File: src/rtl/mc_pkg.sv
// Shared constants, state encoding and helpers
// for the motor-command arbiter.
package mc_pkg;

  localparam logic [4:0] MC_NEUTRAL = 5'b11101;

  localparam logic [1:0] DIR_ILLEGAL = 2'b00;
  localparam logic [1:0] DIR_NEUTRAL = 2'b01;
  localparam logic [1:0] DIR_FWD     = 2'b10;
  localparam logic [1:0] DIR_REV     = 2'b11;

  typedef enum logic [1:0] {
    ST_IDLE  = 2'd0,
    ST_SERVE = 2'd1,
    ST_DRAIN = 2'd2,
    ST_FAULT = 2'd3
  } state_e;

  // Lowest set bit wins: bit0 is the highest priority.
  function automatic logic [2:0] prio_pick(
    input logic [2:0] v
  );
    return v & (~v + 3'd1);
  endfunction

endpackage

File: src/rtl/mc_command_arbiter_if.sv
// Requester/modulator bundle of the arbiter.
// master = requesters + modulator, slave = arbiter.
interface mc_command_arbiter_if;
  logic [2:0] req_valid;
  logic [4:0] req_mc0;
  logic [4:0] req_mc1;
  logic [4:0] req_mc2;
  logic [4:0] current_mc;
  logic [4:0] desired_mc;
  logic [2:0] grant;
  logic       busy;
  logic       fault;
  logic       illegal_cmd;

  modport master (
    output req_valid, req_mc0, req_mc1,
    output req_mc2, current_mc,
    input  desired_mc, grant, busy,
    input  fault, illegal_cmd
  );

  modport slave (
    input  req_valid, req_mc0, req_mc1,
    input  req_mc2, current_mc,
    output desired_mc, grant, busy,
    output fault, illegal_cmd
  );
endinterface

File: src/rtl/mc_convergence_timer.sv
// Saturating watchdog counting cycles without
// convergence; expired fires on the LIMIT-th one.
module mc_convergence_timer #(
  parameter int unsigned LIMIT = 26_400_000,
  parameter int unsigned CNT_W = 26
) (
  input  logic clk_i,
  input  logic rst_ni,
  input  logic en_i,
  input  logic clear_i,
  output logic expired_o
);
  localparam logic [CNT_W-1:0] LAST =
    CNT_W'(LIMIT - 1);
  localparam logic [CNT_W-1:0] TOP =
    CNT_W'(LIMIT);

  logic [CNT_W-1:0] cnt_q, cnt_d;

  always_comb begin
    cnt_d = cnt_q;
    if (clear_i) begin
      cnt_d = '0;
    end else if (en_i && cnt_q != TOP) begin
      cnt_d = cnt_q + 1'b1;
    end
  end

  always_ff @(posedge clk_i) begin
    if (!rst_ni) begin
      cnt_q <= '0;
    end else begin
      cnt_q <= cnt_d;
    end
  end

  assign expired_o = en_i && !clear_i &&
                     (cnt_q == LAST);
endmodule

File: src/rtl/mc_command_arbiter.sv
// Three-way priority arbiter driving the target
// motor command, with convergence watchdog.
module mc_command_arbiter
  import mc_pkg::*;
#(
  parameter int unsigned WDOG_CYCLES = 26_400_000,
  parameter int unsigned CNT_W       = 26
) (
  input  logic clk_i,
  input  logic rst_ni,
  mc_command_arbiter_if.slave bus
);
  state_e     state_q, state_pre, state_d;
  logic [2:0] grant_q, grant_pre, grant_d;
  logic [4:0] des_q, des_pre, des_d;
  logic       busy_q, busy_d;
  logic       fault_q, fault_d;
  logic       ill_q, ill_pre, ill_d;
  logic [2:0] hp;
  logic [4:0] sel_mc;
  logic       own_valid, preempt, cur_neutral;
  logic       wd_en, wd_clr, wd_exp;

  assign hp          = prio_pick(bus.req_valid);
  assign own_valid   = |(bus.req_valid & grant_q);
  assign preempt     = (hp != 3'b000) &&
                       (hp < grant_q);
  assign cur_neutral = bus.current_mc == MC_NEUTRAL;

  always_ff @(posedge clk_i) begin
    if (!rst_ni) begin
      state_q <= ST_IDLE;
      grant_q <= '0;
      des_q   <= MC_NEUTRAL;
      busy_q  <= 1'b0;
      fault_q <= 1'b0;
      ill_q   <= 1'b0;
    end else begin
      state_q <= state_d;
      grant_q <= grant_d;
      des_q   <= des_d;
      busy_q  <= busy_d;
      fault_q <= fault_d;
      ill_q   <= ill_d;
    end
  end

  always_comb begin : next_state
    state_pre = state_q;
    grant_pre = grant_q;
    unique case (state_q)
      ST_IDLE: begin
        if (hp != 3'b000) begin
          state_pre = ST_SERVE;
          grant_pre = hp;
        end
      end
      ST_SERVE: begin
        if (preempt) begin
          grant_pre = hp;
        end else if (!own_valid) begin
          state_pre = ST_DRAIN;
          grant_pre = '0;
        end
      end
      ST_DRAIN: begin
        if (bus.req_valid[0]) begin
          state_pre = ST_SERVE;
          grant_pre = 3'b001;
        end else if (cur_neutral) begin
          state_pre = ST_IDLE;
        end
      end
      ST_FAULT: begin
        if (cur_neutral &&
            bus.req_valid == 3'b000) begin
          state_pre = ST_IDLE;
        end
      end
      default: begin
        state_pre = ST_IDLE;
        grant_pre = '0;
      end
    endcase
  end

  // Only a continuing SERVE tracks the owner;
  // entry from IDLE/DRAIN starts from neutral.
  always_comb begin : outputs
    sel_mc  = MC_NEUTRAL;
    des_pre = MC_NEUTRAL;
    ill_pre = 1'b0;
    unique case (1'b1)
      grant_pre[0]: sel_mc = bus.req_mc0;
      grant_pre[1]: sel_mc = bus.req_mc1;
      grant_pre[2]: sel_mc = bus.req_mc2;
      default:      sel_mc = MC_NEUTRAL;
    endcase
    if (state_q == ST_SERVE &&
        state_pre == ST_SERVE) begin
      if (sel_mc[1:0] == DIR_ILLEGAL) begin
        ill_pre = 1'b1;
      end else begin
        des_pre = sel_mc;
      end
    end
  end

  assign wd_en  = (state_q == ST_SERVE ||
                   state_q == ST_DRAIN) &&
                  (bus.current_mc != des_q);
  assign wd_clr = !wd_en ||
                  (state_pre != state_q) ||
                  (des_pre != des_q);

  mc_convergence_timer #(
    .LIMIT (WDOG_CYCLES),
    .CNT_W (CNT_W)
  ) u_timer (
    .clk_i     (clk_i),
    .rst_ni    (rst_ni),
    .en_i      (wd_en),
    .clear_i   (wd_clr),
    .expired_o (wd_exp)
  );

  assign state_d = wd_exp ? ST_FAULT : state_pre;
  assign grant_d = wd_exp ? 3'b000 : grant_pre;
  assign des_d   = wd_exp ? MC_NEUTRAL : des_pre;
  assign ill_d   = ill_pre && !wd_exp;
  assign busy_d  = bus.current_mc != des_q;
  assign fault_d = state_d == ST_FAULT;

  assign bus.desired_mc  = des_q;
  assign bus.grant       = grant_q;
  assign bus.busy        = busy_q;
  assign bus.fault       = fault_q;
  assign bus.illegal_cmd = ill_q;
endmodule

File: src/flat_wrapper.sv
// flat-port wrapper written by rule: the top's interface ports become plain ports
module mc_command_arbiter_flat import mc_pkg::*;
#(
  parameter int unsigned WDOG_CYCLES = 26_400_000,
  parameter int unsigned CNT_W       = 26
)
  (clk_i, rst_ni, bus_req_valid, bus_req_mc0, bus_req_mc1, bus_req_mc2, bus_current_mc, bus_desired_mc, bus_grant, bus_busy, bus_fault, bus_illegal_cmd);
  mc_command_arbiter_if bus_i ();
  input  logic clk_i;
  input  logic rst_ni;
  input wire logic [$bits(bus_i.req_valid)-1:0] bus_req_valid;
  input wire logic [$bits(bus_i.req_mc0)-1:0] bus_req_mc0;
  input wire logic [$bits(bus_i.req_mc1)-1:0] bus_req_mc1;
  input wire logic [$bits(bus_i.req_mc2)-1:0] bus_req_mc2;
  input wire logic [$bits(bus_i.current_mc)-1:0] bus_current_mc;
  output wire logic [$bits(bus_i.desired_mc)-1:0] bus_desired_mc;
  output wire logic [$bits(bus_i.grant)-1:0] bus_grant;
  output wire logic [$bits(bus_i.busy)-1:0] bus_busy;
  output wire logic [$bits(bus_i.fault)-1:0] bus_fault;
  output wire logic [$bits(bus_i.illegal_cmd)-1:0] bus_illegal_cmd;
  assign bus_i.req_valid = bus_req_valid;
  assign bus_i.req_mc0 = bus_req_mc0;
  assign bus_i.req_mc1 = bus_req_mc1;
  assign bus_i.req_mc2 = bus_req_mc2;
  assign bus_i.current_mc = bus_current_mc;
  assign bus_desired_mc = bus_i.desired_mc;
  assign bus_grant = bus_i.grant;
  assign bus_busy = bus_i.busy;
  assign bus_fault = bus_i.fault;
  assign bus_illegal_cmd = bus_i.illegal_cmd;
  mc_command_arbiter #(.WDOG_CYCLES(WDOG_CYCLES), .CNT_W(CNT_W)) u_core (.clk_i(clk_i), .rst_ni(rst_ni), .bus(bus_i));
endmodule
File: config.mk
export PLATFORM = sky130hd
export DESIGN_NAME = mc_command_arbiter_flat
export DESIGN_NICKNAME = d
export VERILOG_FILES = /design/src/rtl/mc_pkg.sv /design/src/rtl/mc_command_arbiter_if.sv /design/src/rtl/mc_convergence_timer.sv /design/src/rtl/mc_command_arbiter.sv /design/src/flat_wrapper.sv
export SDC_FILE = /design/constraint.sdc
export NUM_CORES = 1
export LEC_CHECK = 0
export CAP_MARGIN = 25
export CORE_ASPECT_RATIO = 0.75
export CORE_MARGIN = 2
export CORE_UTILIZATION = 38
export DETAILED_ROUTE_END_ITERATION = 8
export SYNTH_ARGS = -nofsm -noshare
export SYNTH_HDL_FRONTEND = slang
export SYNTH_HIERARCHICAL = 1
export SYNTH_SLANG_ARGS = --single-unit
File: constraint.sdc
create_clock -name clk_i -period 4.52 [get_ports clk_i]
set_input_delay 0.904 -clock clk_i [delete_from_list [all_inputs] [get_ports clk_i]]
set_output_delay 0.904 -clock clk_i [all_outputs]
set_load 0.05 [all_outputs]
; Yosys cells after proc, flatten, opt, wreduce, memory -nomap -nowiden
; Index checks and enable logic that the tools add are counted.
[word_totals]
word_cells = 64
reg_bits = 39
input_bits = 25
[op_classes]
muxes = 18
magnitude_cmp = 1
bitwise_logic = 4
add_sub_neg = 2
reduce_logical = 21
n_eq_ne = 11
[op_table]
columns = cell, count
row1 = $add 26x1->26 const B, 1
row2 = $eq 26x25->1 const B, 1
row3 = $ne 26x25->1 const B, 1
row4 = $pmux 5 s3, 1
row5 = $mux 2, 7
row6 = $mux 3, 4
row7 = $mux 5, 2
row8 = $ne 5x5->1, 2
row9 = $pmux 3 s3, 1
row10 = $logic_and 1x1->1, 8
row11 = $pmux 2 s4, 1
row12 = $and 3x3->3, 2
row13 = $eq 2x2->1 const B, 3
row14 = $eq 5x5->1 const B, 1
row15 = $eq 2x1->1 const B, 2
row16 = $logic_not 2->1, 2
row17 = $reduce_or 2->1, 2
row18 = $add 3x1->3 const B, 1
row19 = $logic_not 1->1, 3
row20 = $logic_not 3->1, 1
row21 = $logic_or 1x1->1, 3
row22 = $lt 3x3->1, 1
row23 = $not 3->3, 1
row24 = $reduce_bool 3->1, 1
row25 = other kinds (4), 5

; Longest topological paths before layout
[logic_depth]
ltp_word = 18
mapped_depth = 18
ltp_nobuf = 17

; Hierarchy
; The synthesis kept the hierarchy.
[by_module_without_submodules]
columns = module, area_per_inst_um2, cells_per_inst, instances, seq_area_each_um2
row1 = mc_convergence_timer, 1505.2, 174, 1, 520.5
row2 = mc_command_arbiter, 1159.9, 147, 1, 260.2

; Worst setup path after synthesis
; OpenSTA, ideal clock, no wires.
[synth_path]
path_kind = input port to flip-flop
from = in bus_req_valid[0]
to = reg u_core.u_timer.cnt_q[2]
cell_stages = 17
arrival_time_ps = 4134
setup_slack_ps = 312
setup_time_ps = 74
path_buffers = 2
required_time_ps = 4446
cell_sequence = buf_6 inv_1 nand3_1 inv_1 ha_1 a21oi_1 o211ai_1 a2111o_1 nand3_2 a222oi_1 or4b_1 a21boi_1 o2111ai_2 or2b_2 clkbuf_8 a2111o_1 o21ai_0
[synth_via]
elab_chain_cells = 14
word_cells_on_any_way = 32
[synth_lines]
columns = element, line
row1 = start: declaration, flat_wrapper.sv:11  ; input wire logic [$bits(bus_i.req_valid)-1:0] bus_req_valid;
row2 = $not 3->3, mc_pkg.sv:23  ; return v & (~v + 3'd1);
row3 = $add 3x1->3, mc_pkg.sv:23
row4 = $and 3x3->3, mc_pkg.sv:23
row5 = $lt 3x3->1 or $reduce_bool 3->1 (tied branches), "mc_command_arbiter.sv:27, mc_command_arbiter.sv:26, mc_command_arbiter.sv:53"
row6 = $logic_and 1x1->1, mc_command_arbiter.sv:26  ; assign preempt = (hp != 3'b000) &&
row7 = $mux 3, mc_command_arbiter.sv:59  ; if (preempt) begin
row8 = $pmux 3 s3, mc_command_arbiter.sv:51  ; unique case (state_q)
row9 = $pmux 5 s3, mc_command_arbiter.sv:93  ; unique case (1'b1)
row10 = $logic_not 2->1, mc_command_arbiter.sv:101  ; if (sel_mc[1:0] == DIR_ILLEGAL) begin
row11 = $mux 5, mc_command_arbiter.sv:101
row12 = $mux 5, mc_command_arbiter.sv:99  ; if (state_q == ST_SERVE &&
row13 = $ne 5x5->1, mc_command_arbiter.sv:114  ; (des_pre != des_q);
row14 = $logic_or 1x1->1 *, mc_command_arbiter.sv:113  ; (state_pre != state_q) ||
row15 = net u_core.wd_clr, mc_command_arbiter.sv:22  ; logic wd_en, wd_clr, wd_exp;
row16 = $reduce_or 2->1 (no source line) *, --
row17 = end signal: assignment, mc_convergence_timer.sv:33  ; cnt_q <= cnt_d;
row18 = end: declaration, mc_convergence_timer.sv:18  ; logic [CNT_W-1:0] cnt_q, cnt_d;
; Mark *: on every way through the listed nets, which the timed path passes. The rest lies on a longest branch.
; A chain may end at the register's enable or synchronous reset.

; Final worst setup path
[layout_path]
from = in bus_req_valid[1]
to = reg u_core.u_timer.cnt_q[2]
; The elaborated chain is that of the path after synthesis.

==> metrics.csv <==
stage;metric;value;unit
timing;timing.final.crit_share;96.4;%
logic_synthesis;ys_types;63;
logic_synthesis;syn_area_per_cell;8.30;um^2
clock_tree;cts_buffer_depth;2;
floorplan;die_w;101;um
routing;post-route-drc-count;0;
setup_path;worstSetupStartpointType;input pin;
worst_hold_path;min_delay_worst_endpoint;u_core/u_timer/cnt_q[25];
grt;grt_overflow;0;
grt;grt_max_degree;19;
floorplan;dieArea;7710;um^2
finish;finalNetCount;411;
pwr;p_total;0.839;mW
flow_run;maxCapViolCount;0;
setup_path;cp-end-kind;flip-flop;
logic_synthesis;ys_seq_area_share;29.3;%
clock_tree;cts_tree;yes;
worst_hold_path;hold_start;u_core/u_timer/cnt_q[25];
floorplan;initial_utilization;39.2;%
setup_path;worstPathMaxFanout;5;
finish;diodes;0;
routing;dr.pass1.iters;5;
finish;area_delta_synth_final;25.4;%
pwr;vdd_ir_drop_max;0.000130;V
timing;rsz0062_at_grt;true;
logic_synthesis;synth_edf_count;0;
timing;fin_ws;0.161;ns
floorplan;core_area;6800;um^2
timing;period_needed;4.36;ns
clock_tree;clk_latency;0.29;ns
place;dpl.hpwl;5430;um
floorplan;die_h;76.5;um
clock_tree;root_buffer;clkbuf_8;
timing;tightest_slew;0.531;ns
routing;drt_iter0_drc;153;
routing;drt_wl_total;7150;um
pwr;leakagePower;1.17;nW
timing;hold_viol_final;0;
finish;seq_area;781;um^2
routing;routed_via_density;5.67;
setup_path;r2r_start;u_core/state_q[0];
timing;maxSlewHeadroom;64.5;%
logic_synthesis;synthesis.area;2670;um^2
finish;fillers;671;
setup_path;crit_arrival;4.58;ns
clock_tree;htree_levels;2;
setup_path;ff2ff_setup_slack;0.78;ns
floorplan;num_rows;26;
setup_path;reg2reg_depth;15;
logic_synthesis;synth_seq_cells;39;
place;portBuffers;35;
clock_tree;cts.clk_slew.worst_paths;0.08;ns
routing;ant_nets;0;
grt;grt_pass1_wl;11600;um
worst_hold_path;hold_depth;2;
grt;antenna_found_initial;0;
setup_path;cp.required;4.74;ns
finish;drive_above_1_share;14.5;%
logic_synthesis;synthesis.nets;354;
timing;drv_slew;0;
timing;fmax;229;MHz
worst_hold_path;hold_path.class;reg2reg;
logic_synthesis;yosys_most_used_dff;dfxtp_1;
timing;setup_viol;0;
grt;grt_pass1_vias;2281;
clock_tree;clock-sinks;39;
place;pre_cts_ws;-0.226;ns
finish;multi_input_area;1770;um^2
grt;track_usage;18.8;%
floorplan;io_pins;36;
clock_tree;cts_buffers;5;
run_status;outcome;completed;
pwr;p_per_area;251;nW/um^2
routing;vias;2627;
setup_path;crit_type;in2reg;
logic_synthesis;yosysWarnings;6;
routing;avgRoutedWirePerCell;15.4;um
logic_synthesis;ys_async_sr_fraction;0;%
logic_synthesis;syn_inst;321;
setup_path;r2r-end;u_core/u_timer/cnt_q[2];
timing;worst_clock_skew;0.00750;ns
place;gp_congestion;0.837;
[through the flow]
step           hold slack [ns]  cell area (um^2)  std cells  TNS (ns)  utilization, %
2_1_floorplan            0.438              2670        321         0               -
3_3_place_gp             0.458              3210        452    -0.427            47.2
3_5_place_dp             0.468              3210        452     -3.72            47.2
4_1_cts                  0.479              3290        460         0            48.4
5_1_grt                  0.509              3340        463    -0.110            49.2
6_report                 0.476              3340        463         0            49.2
[cells in the mapped netlist (all sizes together), types with 3 or more instances]
library cell	number	area [um^2]
a21oi	18	90.1
a222oi	6	60.1
a31o	3	26.3
a31oi	3	25.0
and2	11	70.1
and3	7	45.1
and4	5	43.8
buf	6	48.8
clkbuf	3	21.3
dfxtp	39	781
ha	8	100
inv	20	75.1
mux2i	6	60.1
nand2	32	123
nand2b	6	37.5
nand3	19	105
nand4	11	98.8
nor2	17	63.8
nor2b	8	50.1
nor3	5	30.0
nor4	5	46.3
o211ai	3	22.5
o21ai	8	40.0
o31ai	9	67.6
or2	5	33.8
or3	6	37.5
or4	10	75.1
or4b	3	30.0
xnor2	4	35.0
xor2	9	78.8
[sequential cells by signal (all words and copies together), names as in the netlist]
name	cells
u_core/bus.desired_mc	5
u_core/u_timer/cnt_q	26
u_core/bus.fault	1
u_core/bus.illegal_cmd	1
u_core/state_q	2
u_core/bus.busy	1
u_core/bus.grant	3
[layout make-up]
type,instances,share of cell area [%]
clock inverter,1,0.150
inverter,20,2.25
timing repair buffer,59,16.0
multi-input combinational,253,52.8
sequential,39,23.4
clock buffer,7,2.28
tap,84,3.14
[critical path, stage by stage]
cell,delay [ns]
clkdlybuf4s50_1,0.47
inv_1,0.05
nand3_1,0.10
inv_1,0.05
ha_1,0.31
a21oi_2,0.15
o211ai_1,0.15
a2111o_1,0.45
nand3_2,0.16
a222oi_1,0.16
or4b_1,0.51
a21boi_2,0.17
o2111ai_2,0.16
or2b_2,0.34
a2111o_1,0.38
o21ai_0,0.07
[how the worst max path moves through the flow]
stage               slack (ns)              from  depth (start not counted)                  endpoint
finish                    0.16  bus_req_valid[1]                         16   u_core/u_timer/cnt_q[2]
CTS                       0.09  bus_req_valid[1]                         17   u_core/u_timer/cnt_q[2]
floorplan                 0.31  bus_req_valid[0]                         17   u_core/u_timer/cnt_q[2]
global route             -0.03  bus_req_valid[0]                         18   u_core/u_timer/cnt_q[2]
global placement          -0.1  bus_req_valid[1]                         18  u_core/bus.desired_mc[3]
detailed placement       -0.23  bus_req_valid[1]                         17   u_core/u_timer/cnt_q[2]
[metal layers]
metal  wire, um  up-vias  GRT usage, %
li1           -     1313             -
met1       3780     1239          30.9
met2       2850       69          23.6
met3        449        6          4.50
met4         65        0          4.38
met5          0        -             0
[cells in the final DEF (no fill, tap or decap), types with 3 or more instances in the layout]
master / instances
dfxtp_1: 39
buf_4: 23
xnor2_1: 4
nand2b_1: 6
clkdlybuf4s50_1: 35
ha_1: 8
and2_1: 9
or2_2: 3
nand3_1: 17
nor4_1: 3
a21oi_1: 17
o21ai_0: 8
xor2_1: 9
nor2b_1: 8
a222oi_1: 6
mux2i_1: 6
nand4_1: 9
nand2_1: 31
nor3_1: 4
o211ai_1: 3
or4b_1: 3
inv_1: 20
clkbuf_8: 5
nor2_1: 17
or3_1: 6
o31ai_1: 9
or4_1: 10
and3_1: 6
and4_1: 5
[what timing repair did]
action,in CTS,in global routing
buffers inserted,0,3
setup endpoints to repair,0,38
resized for setup,0,8
hold buffers,0,0
[logic make-up after synthesis]
family | after synthesis | synth area share [%]
AND/OR/NAND/NOR | 159 | 36.3
AO/OA/AOI/OAI | 67 | 18.7
flip-flops | 39 | 29.3
buffers and inverters | 29 | 5.45
XOR/XNOR | 13 | 4.27
adder cells (fa/ha/maj) | 8 | 3.76
multiplexers | 6 | 2.25
[power breakdown]
group,switching (mW),total (mW),internal [mW]
Clock,0.123,0.232,0.108
Combinational,0.130,0.245,0.116
Sequential,0.0112,0.362,0.351
Total,0.264,0.839,0.575
Note: power is estimated with default switching activity, not from simulation.
